==> config.mk <==
export PLATFORM = sky130hd
export DESIGN_NAME = touch_adc_responder
export DESIGN_NICKNAME = d
export VERILOG_FILES = /design/src/rtl/touch_resp_pkg.sv /design/src/rtl/spi_sync_edge.sv /design/src/rtl/touch_adc_responder.sv
export SDC_FILE = /design/constraint.sdc
export NUM_CORES = 1
export LEC_CHECK = 0
export CORE_MARGIN = 3
export CORE_UTILIZATION = 49
export CTS_BUF_LIST = sky130_fd_sc_hd__clkbuf_4 sky130_fd_sc_hd__clkbuf_8 sky130_fd_sc_hd__clkbuf_16
export DETAILED_ROUTE_END_ITERATION = 10
export PLACE_DENSITY = 0.81
export SLEW_MARGIN = 20
export SYNTH_ARGS = -nofsm -noshare
export SYNTH_HDL_FRONTEND = slang
export SYNTH_SLANG_ARGS = --single-unit
==> constraint.sdc <==
create_clock -name sclk -period 2.4 [get_ports sclk]
set_input_delay 0.6 -clock sclk [delete_from_list [all_inputs] [get_ports sclk]]
set_output_delay 0.6 -clock sclk [all_outputs]
set_load 0.01 [all_outputs]
==> src/rtl/touch_resp_pkg.sv <==
// touch_resp_pkg: channel codes, command bit positions and FSM states for the touch ADC responder
package touch_resp_pkg;

    localparam logic [2:0] CH_Y    = 3'b001;
    localparam logic [2:0] CH_Z1   = 3'b011;
    localparam logic [2:0] CH_Z2   = 3'b100;
    localparam logic [2:0] CH_X    = 3'b101;
    localparam logic [2:0] CH_AUX0 = 3'b010;
    localparam logic [2:0] CH_AUX1 = 3'b110;

    localparam int CMD_A_HI  = 6;
    localparam int CMD_A_LO  = 4;
    localparam int CMD_MODE  = 3;
    localparam int CMD_PD_HI = 1;
    localparam int CMD_PD_LO = 0;

    typedef enum logic [1:0] {IDLE, CMD, BUSY, DATA} state_t;

endpackage

==> src/rtl/spi_sync_edge.sv <==
// spi_sync_edge: multi-flop synchronizer with rise/fall pulses taken on the synchronized level
module spi_sync_edge #(
    parameter int STAGES = 2
) (
    input  logic i_clk,
    input  logic i_d,
    output logic o_q,
    output logic o_rise,
    output logic o_fall
);

    logic [STAGES-1:0] r_sync;
    logic              r_prev;

    // Synchronizer free-runs through reset so the level is already valid when reset releases
    always_ff @(posedge i_clk) r_sync <= {r_sync[STAGES-2:0], i_d};

    // Previous level follows the synchronized level unconditionally, so no false edge appears after reset
    always_ff @(posedge i_clk) r_prev <= r_sync[STAGES-1];

    assign o_q    = r_sync[STAGES-1];
    assign o_rise = o_q & ~r_prev;
    assign o_fall = ~o_q & r_prev;

endmodule

==> src/rtl/touch_adc_responder.sv <==
// touch_adc_responder: XPT2046-style SPI touch ADC emulator (define TOUCH_AUX_CHAN_EN for aux channels 010/110)
module touch_adc_responder
    import touch_resp_pkg::*;
#(
    parameter int DATA_W      = 12,
    parameter int SYNC_STAGES = 2
) (
    input  logic              sclk,
    input  logic              reset,
    input  logic              cs_n,
    input  logic              sck,
    input  logic              mosi,
    output logic              miso,
    output logic              busy,
    output logic              pen_irq_n,
    input  logic              touch,
    input  logic [DATA_W-1:0] x_val,
    input  logic [DATA_W-1:0] y_val,
    input  logic [DATA_W-1:0] z1_val,
    input  logic [DATA_W-1:0] z2_val,
`ifdef TOUCH_AUX_CHAN_EN
    input  logic [DATA_W-1:0] aux0_val,
    input  logic [DATA_W-1:0] aux1_val,
`endif
    output logic              cmd_strobe,
    output logic [7:0]        last_cmd,
    output logic              frame_err
);

    localparam int DCNT_W = $clog2(DATA_W);

    logic                   w_cs_q, w_cs_rise, w_cs_fall;
    logic                   w_sck_q, w_sck_rise, w_sck_fall;
    logic                   w_mosi_q, w_unused;
    logic [SYNC_STAGES-1:0] r_mosi_sync;
    logic [7:0]             w_byte;
    logic [DATA_W-1:0]      w_sel;

    state_t              r_state, w_state_nxt;
    logic [2:0]          r_cnt, w_cnt_nxt;
    logic [6:0]          r_sh, w_sh_nxt;
    logic [7:0]          r_cmd, w_cmd_nxt;
    logic [1:0]          r_pd, w_pd_nxt;
    logic [DATA_W-1:0]   r_tx, w_tx_nxt;
    logic [DCNT_W-1:0]   r_dcnt, w_dcnt_nxt;
    logic                r_miso, w_miso_nxt;
    logic                r_busy, w_busy_nxt;
    logic                r_strobe, w_strobe_nxt;
    logic                r_ferr, w_ferr_nxt;
    logic                r_pen;

    spi_sync_edge #(.STAGES(SYNC_STAGES)) u_cs_sync (
        .i_clk  (sclk),
        .i_d    (cs_n),
        .o_q    (w_cs_q),
        .o_rise (w_cs_rise),
        .o_fall (w_cs_fall)
    );

    spi_sync_edge #(.STAGES(SYNC_STAGES)) u_sck_sync (
        .i_clk  (sclk),
        .i_d    (sck),
        .o_q    (w_sck_q),
        .o_rise (w_sck_rise),
        .o_fall (w_sck_fall)
    );

    assign w_unused = w_sck_q;

    // Data line only needs the same delay as sck so samples stay aligned with the synchronized edges
    always_ff @(posedge sclk) r_mosi_sync <= {r_mosi_sync[SYNC_STAGES-2:0], mosi};

    assign w_mosi_q = r_mosi_sync[SYNC_STAGES-1];
    assign w_byte   = {r_sh, w_mosi_q};

    // Channel select from the address field of the byte completing now
    always_comb begin
        w_sel = '0;
        case (w_byte[CMD_A_HI:CMD_A_LO])
            CH_Y:    w_sel = y_val;
            CH_Z1:   w_sel = z1_val;
            CH_Z2:   w_sel = z2_val;
            CH_X:    w_sel = x_val;
`ifdef TOUCH_AUX_CHAN_EN
            CH_AUX0: w_sel = aux0_val;
            CH_AUX1: w_sel = aux1_val;
`else
            CH_AUX0, CH_AUX1: w_sel = '0;
`endif
            default: w_sel = '0;
        endcase
    end

    // Next-state and datapath updates; a cs_n rise overrides any simultaneous sck activity
    always_comb begin
        w_state_nxt  = r_state;
        w_cnt_nxt    = r_cnt;
        w_sh_nxt     = r_sh;
        w_cmd_nxt    = r_cmd;
        w_pd_nxt     = r_pd;
        w_tx_nxt     = r_tx;
        w_dcnt_nxt   = r_dcnt;
        w_miso_nxt   = r_miso;
        w_busy_nxt   = r_busy;
        w_strobe_nxt = 1'b0;
        w_ferr_nxt   = 1'b0;
        if (w_cs_rise) begin
            w_state_nxt = IDLE;
            w_miso_nxt  = 1'b0;
            w_busy_nxt  = 1'b0;
            w_ferr_nxt  = (r_state == BUSY) || (r_state == DATA);
        end else begin
            case (r_state)
                IDLE: begin
                    if (w_cs_fall) begin
                        w_state_nxt = CMD;
                        w_cnt_nxt   = 3'd0;
                    end
                end
                CMD: begin
                    if (w_sck_rise) begin
                        if (r_cnt == 3'd0) begin
                            if (w_mosi_q) begin
                                w_sh_nxt  = 7'd1;
                                w_cnt_nxt = 3'd1;
                            end
                        end else if (r_cnt == 3'd7) begin
                            w_cmd_nxt    = w_byte;
                            w_pd_nxt     = w_byte[CMD_PD_HI:CMD_PD_LO];
                            w_strobe_nxt = 1'b1;
                            w_tx_nxt     = w_byte[CMD_MODE] ? (w_sel >> (DATA_W - 8)) << (DATA_W - 8) : w_sel;
                            w_dcnt_nxt   = w_byte[CMD_MODE] ? DCNT_W'(7) : DCNT_W'(DATA_W - 1);
                            w_cnt_nxt    = 3'd0;
                            w_state_nxt  = BUSY;
                        end else begin
                            w_sh_nxt  = {r_sh[5:0], w_mosi_q};
                            w_cnt_nxt = r_cnt + 3'd1;
                        end
                    end
                end
                BUSY: begin
                    if (w_sck_fall) begin
                        if (!r_busy) begin
                            w_busy_nxt = 1'b1;
                            w_miso_nxt = 1'b0;
                        end else begin
                            w_busy_nxt  = 1'b0;
                            w_miso_nxt  = r_tx[DATA_W-1];
                            w_tx_nxt    = {r_tx[DATA_W-2:0], 1'b0};
                            w_state_nxt = DATA;
                        end
                    end
                end
                DATA: begin
                    if (w_sck_fall) begin
                        if (r_dcnt == '0) begin
                            w_miso_nxt  = 1'b0;
                            w_state_nxt = CMD;
                        end else begin
                            w_miso_nxt = r_tx[DATA_W-1];
                            w_tx_nxt   = {r_tx[DATA_W-2:0], 1'b0};
                            w_dcnt_nxt = r_dcnt - DCNT_W'(1);
                        end
                    end
                end
                default: w_state_nxt = IDLE;
            endcase
        end
    end

    // State and datapath registers; pen interrupt is masked while selected or when power-down bits disable it
    always_ff @(posedge sclk) begin
        if (!reset) begin
            r_state  <= IDLE;
            r_cnt    <= 3'd0;
            r_sh     <= 7'd0;
            r_cmd    <= 8'h00;
            r_pd     <= 2'b00;
            r_tx     <= '0;
            r_dcnt   <= '0;
            r_miso   <= 1'b0;
            r_busy   <= 1'b0;
            r_strobe <= 1'b0;
            r_ferr   <= 1'b0;
            r_pen    <= 1'b1;
        end else begin
            r_state  <= w_state_nxt;
            r_cnt    <= w_cnt_nxt;
            r_sh     <= w_sh_nxt;
            r_cmd    <= w_cmd_nxt;
            r_pd     <= w_pd_nxt;
            r_tx     <= w_tx_nxt;
            r_dcnt   <= w_dcnt_nxt;
            r_miso   <= w_miso_nxt;
            r_busy   <= w_busy_nxt;
            r_strobe <= w_strobe_nxt;
            r_ferr   <= w_ferr_nxt;
            r_pen    <= ~(touch & (r_pd == 2'b00) & w_cs_q);
        end
    end

    assign miso       = r_miso;
    assign busy       = r_busy;
    assign pen_irq_n  = r_pen;
    assign cmd_strobe = r_strobe;
    assign last_cmd   = r_cmd;
    assign frame_err  = r_ferr;

endmodule

; Word-level counts from Yosys, hierarchy flattened
; Index checks and enable logic that the tools add are counted.
[totals]
register_bits = 51
latchBits = 0
mem_bits_rw = 0
romBits = 0
in_bits = 54
output_inout_bits = 13
word_cells = 117
n_memories = 0
[classes]
add_sub_neg = 2
multipliers = 0
div = 0
order_cmp = 0
eq_ne = 20
shift = 0
mux = 42
bitwise_logic = 16
reduce_logical = 20
[op_table]
columns = operator, count
row1 = 2-to-1 mux 12 bit, 7
row2 = one-hot mux 12 bit (4 select lines), 1
row3 = one-hot mux 12 bit (3 select lines), 1
row4 = 2-to-1 mux 4 bit, 7
row5 = 2-to-1 mux 7 bit, 3
row6 = 2-to-1 mux 2 bit, 8
row7 = 2-to-1 mux 3 bit, 5
row8 = AND reduction 5 bit, 3
row9 = "!= test 2 bit, second input constant", 6
row10 = "!= test 2 x 1 -> 1 bit, second input constant", 5
row11 = NOT 1 bit, 10
row12 = "equality test 3 bit, second input constant", 3
row13 = AND reduction 9 bit, 1
row14 = one-hot mux 2 bit (4 select lines), 1
row15 = one-hot mux 4 bit (2 select lines), 1
row16 = AND reduction 8 bit, 1
row17 = AND reduction 7 bit, 1
row18 = AND 1 bit, 6
row19 = 2-to-1 mux 1 bit, 6
row20 = one-hot mux 3 bit (2 select lines), 1
row21 = nonzero test 2 bit, 3
row22 = OR reduction 5 bit, 1
row23 = "equality test 2 bit, second input constant", 2
row24 = zero test 2 bit, 2
row25 = other kinds (14), 15

; Logic depth before layout (Yosys ltp)
[depth]
depth_word = 7
depth_mapped = 8
mapped_depth_nobuf = 7

; Hierarchy
; Synthesis repeated with hierarchy kept, for this count alone.
[hier_totals]
hier_cells = 299
area_unflattened_um2 = 2618.8
[modules_own_cells]
columns = module, n_inst, cells_each, area_each_um2, seq_area_each_um2
row1 = touch_adc_responder, 1, 289, 2468.6, 860.8
row2 = spi_sync_edge, 2, 5, 75.1, 60.1

; Worst setup path before layout
; OpenSTA, ideal clock, no wires.
[synth_path]
path_kind = register to register
start = register r_cnt[0]
end = register r_tx[10]
setup_ns = 0.116
arrival_time_ns = 1.716
required_time_ns = 2.284
setup_slack_ns = 0.568
stages_incl_launch_ff = 9
path_buffers = 1
period_less_slack_ns = 1.832
cell_sequence = dfxtp_1 -> ha_1 -> ha_1 -> inv_1 -> o21ai_2 -> nand3_2 -> or2_1 -> buf_6 -> a31o_1
[synth_via]
elab_chain_cells = 3
elab_cells_between_ends = 5
classes_between = 3 x eq/ne / 2 x reduce/logical
[synth_lines]
columns = item, line
row1 = "start, declared", touch_adc_responder.sv:40  ; logic [2:0] r_cnt, w_cnt_nxt;
row2 = "start signal, assigned", touch_adc_responder.sv:188  ; r_cnt <= w_cnt_nxt;
row3 = equality test 3 bit / zero test 3 bit (equally long branches), "touch_adc_responder.sv:127, touch_adc_responder.sv:122"
row4 = != test 2 bit (no line), -
row5 = AND reduction 9 bit (no line) (*), -
row6 = "end signal, assigned", touch_adc_responder.sv:192  ; r_tx <= w_tx_nxt;
row7 = "end, declared", touch_adc_responder.sv:44  ; logic [DATA_W-1:0] r_tx, w_tx_nxt;
; Mark *: on every way between the ends. The rest lies on a longest branch, timed or not.
; A chain may end at the register's enable or synchronous reset.

; Final worst setup path
[layout_path]
start = register r_state[0]
end = register r_state[1]
[layout_via]
elab_chain_cells = 3
elab_cells_between_ends = 14
classes_between = 11 x eq/ne / 1 x mux / 2 x reduce/logical
[layout_lines]
columns = item, line
row1 = "start, declared", touch_adc_responder.sv:39  ; state_t r_state, w_state_nxt;
row2 = "start signal, assigned", touch_adc_responder.sv:187  ; r_state <= w_state_nxt;
row3 = equality test 2 x 1 -> 1 bit (tied with other cells), touch_adc_responder.sv:113  ; case (r_state)
row4 = != test 2 x 1 -> 1 bit (no line) / != test 2 bit (equally long branches), -
row5 = AND reduction 8 bit (no line), -
; Several ways; a longest one is shown, not always the timed one.

==> metrics <==
Seq cells post-synth 49; layout cells sized above 1 9.40%; async set-reset flop share out of synthesis 0%; leakage power 0.00126 µW; Final min period 2.05 ns; Sw Ratio 30.0%; Root Buffer clkbuf_8; WL per Instance 15.0 µm; RSZ-0062 raised after global routing no; Layout area overhead 32.5%; critical path class flop to flop; Yosys warnings 0; Net Count, Synth 347; Max-Cap Viols 0; global-route wire length before repair 10,500 µm; initial antenna violation count 0; power per cell area 523 nW/µm²; largest net degree at the start of global routing 21; P_int 1250 µW; row count 25; I/O pin cnt 67; CP max FO 14; hold wc startpoint u_sck_sync.r_sync[0]; detailed-route via count 2,323; Slew Limit Fails 0; nets 413; TritonCTS sink count 49; Clock power frac 29.2%; Place WS 0.366 ns; final WL 6290 µm; vias per cell 5.56; input/output buffers 66; final worst path period share 85.6%; Core ar. 4880 µm²; status finished, final reports clean; Worst setup SP type flop; Hold Path Class flop to flop; most common cell after layout, fill and taps aside clkdlybuf4s50_1; Worst VDD drop 0.461 mV; Hold Path Depth 0; H-tree Lvls 2; CP startpoint r_state[0]; postcts setup bufs 0; worst skew pair latency 0.31 ns; Distinct cells, synth 52; Synth top area share 38.2%; CTS resizes 0; most frequent cells in the layout clkdlybuf4s50_1, dfxtp_1, nor2_1; Slew headroom 57.1%; Avg Inst Size Synth 9.05 µm²; Die Y 78.4 µm; Crit. End Element flop; worst hold margin 0.334 ns; Comb pwr share 22.6%; Reg clk slew, reported paths 0.09 ns; GRT Overall Usage 21.2%; Pre-Repair DR Iteration Count 4; Final GP Congestion 0.833; vias in the first global route 2,185; TritonCTS buffer count 5; First DRT Iteration DRCs 97; Achievable Freq 487 MHz; Fin Setup TNS 0 ns; endpoints failing hold 0; pin slew with the least headroom to its limit 0.640 ns; DRT antenna net count 0; antenna cells 0; drt drc 0; sequential group share of total power 48.3%; Mapped Area 2570 µm²; depth of the most critical reg-to-reg path 6; clock buffer depth 2; Synth area leaders dfxtp_1, mux2i_1, ha_1, nor2_1, a22oi_1; DP HPWL 4800 µm; CTS tree yes; Max Clock Skew 0.0122 ns; Post-CTS Hold Buffers 0; switching pwr 534 µW; Main synth FF type dfxtp_1; total gr overflow 0; number of synthesized flops with an enable pin 0; die area 6150 µm²; endpoints failing setup 0; Critical Path RT 2.60 ns; synthesized netlist cell count 284; FF-to-FF Start r_state[0]; die width 78.4 µm; setup slack after layout 0.346 ns; Seq/Total Area, Yosys 38.2%; initial core utilization 52.7%; Worst EP arrival 2.26 ns; cell taking the most area after synthesis dfxtp_1
path summary, 6_finish.rpt:
check | slack [ns] | end
worst max-delay path | 0.35 | r_state[1]
worst min-delay path | 0.33 | u_sck_sync.r_sync[1]
worst max register to register | 0.35 | r_state[1]
worst min register to register | 0.33 | u_sck_sync.r_sync[1]
critical path, stage by stage, from the launching register on:
cell	delay (ns)
dfxtp_1	0.42
ha_1	0.50
or2_2	0.35
a21oi_1	0.10
o211ai_1	0.32
mux2i_1	0.22
nor2_1	0.05
through the flow:
stage / power (µW) / util (%) / area (µm²) / instances
2_1_floorplan: 1130 / - / 2570 / 284
3_3_place_gp: 1270 / 67.7 / 3300 / 410
3_5_place_dp: 1280 / 67.7 / 3300 / 410
4_1_cts: 1800 / 69.8 / 3410 / 418
5_1_grt: 1870 / 69.8 / 3410 / 418
6_report: 1780 / 69.8 / 3410 / 418
cells in the mapped netlist (8+ instances only):
cell type / count
nand2_1: 14
nor2_1: 27
a22o_1: 8
o21ai_0: 15
mux2i_1: 21
ha_1: 9
inv_1: 12
a22oi_1: 11
a21oi_1: 11
dfxtp_1: 49
nand3b_1: 8
clkbuf_1: 10
flip-flops by register name, summed over array words and instances (netlist names), 2 cells and up:
signal	cells
u_cs_sync.r_sync	2
r_cnt	3
r_sh	7
r_tx	12
u_sck_sync.r_sync	2
r_state	2
r_mosi_sync	2
last_cmd	8
r_dcnt	4
per-layer routing:
layer	vias up	global-route usage, %	share of wire (%)	routed length (µm)
met3	8	6.08	6.5	409
met4	0	5.42	1.3	82
li1	1182	-	-	-
met5	-	0	0	0
met2	70	34.3	46	2900
met1	1063	27.6	46	2890
cell families (layout without fill, tap and decap cells):
group | count (synthesis) | count (layout) | share of synthesized area, %
AO/OA/AOI/OAI | 80 | 80 | 22.8
XOR/XNOR | 1 | 1 | 0.341
adder cells (fa/ha/maj) | 9 | 9 | 4.38
buffers and inverters | 28 | 95 | 4.67
flip-flops | 49 | 49 | 38.2
multiplexers | 25 | 25 | 9.93
AND/OR/NAND/NOR | 92 | 92 | 19.7
power groups by stage:
| stage | sequential [µW] | combinational [µW] | clock, µW |
|---|---|---|---|
| 2_1_floorplan | 874 | 261 | 0 |
| 3_3_place_gp | 876 | 390 | 0 |
| 3_5_place_dp | 878 | 398 | 0 |
| 4_1_cts | 860 | 400 | 536 |
| 5_1_grt | 866 | 442 | 566 |
| 6_report | 860 | 402 | 520 |
final cells by class:
class,count,area (µm²)
clock buffer,5,68.8
clock inverter,3,33.8
fill,415,1470
inverter,13,48.8
multi-input combinational,207,1470
sequential,49,981
tap,67,83.8
timing repair buffer,74,721
Power figures use the tool's default switching activity.
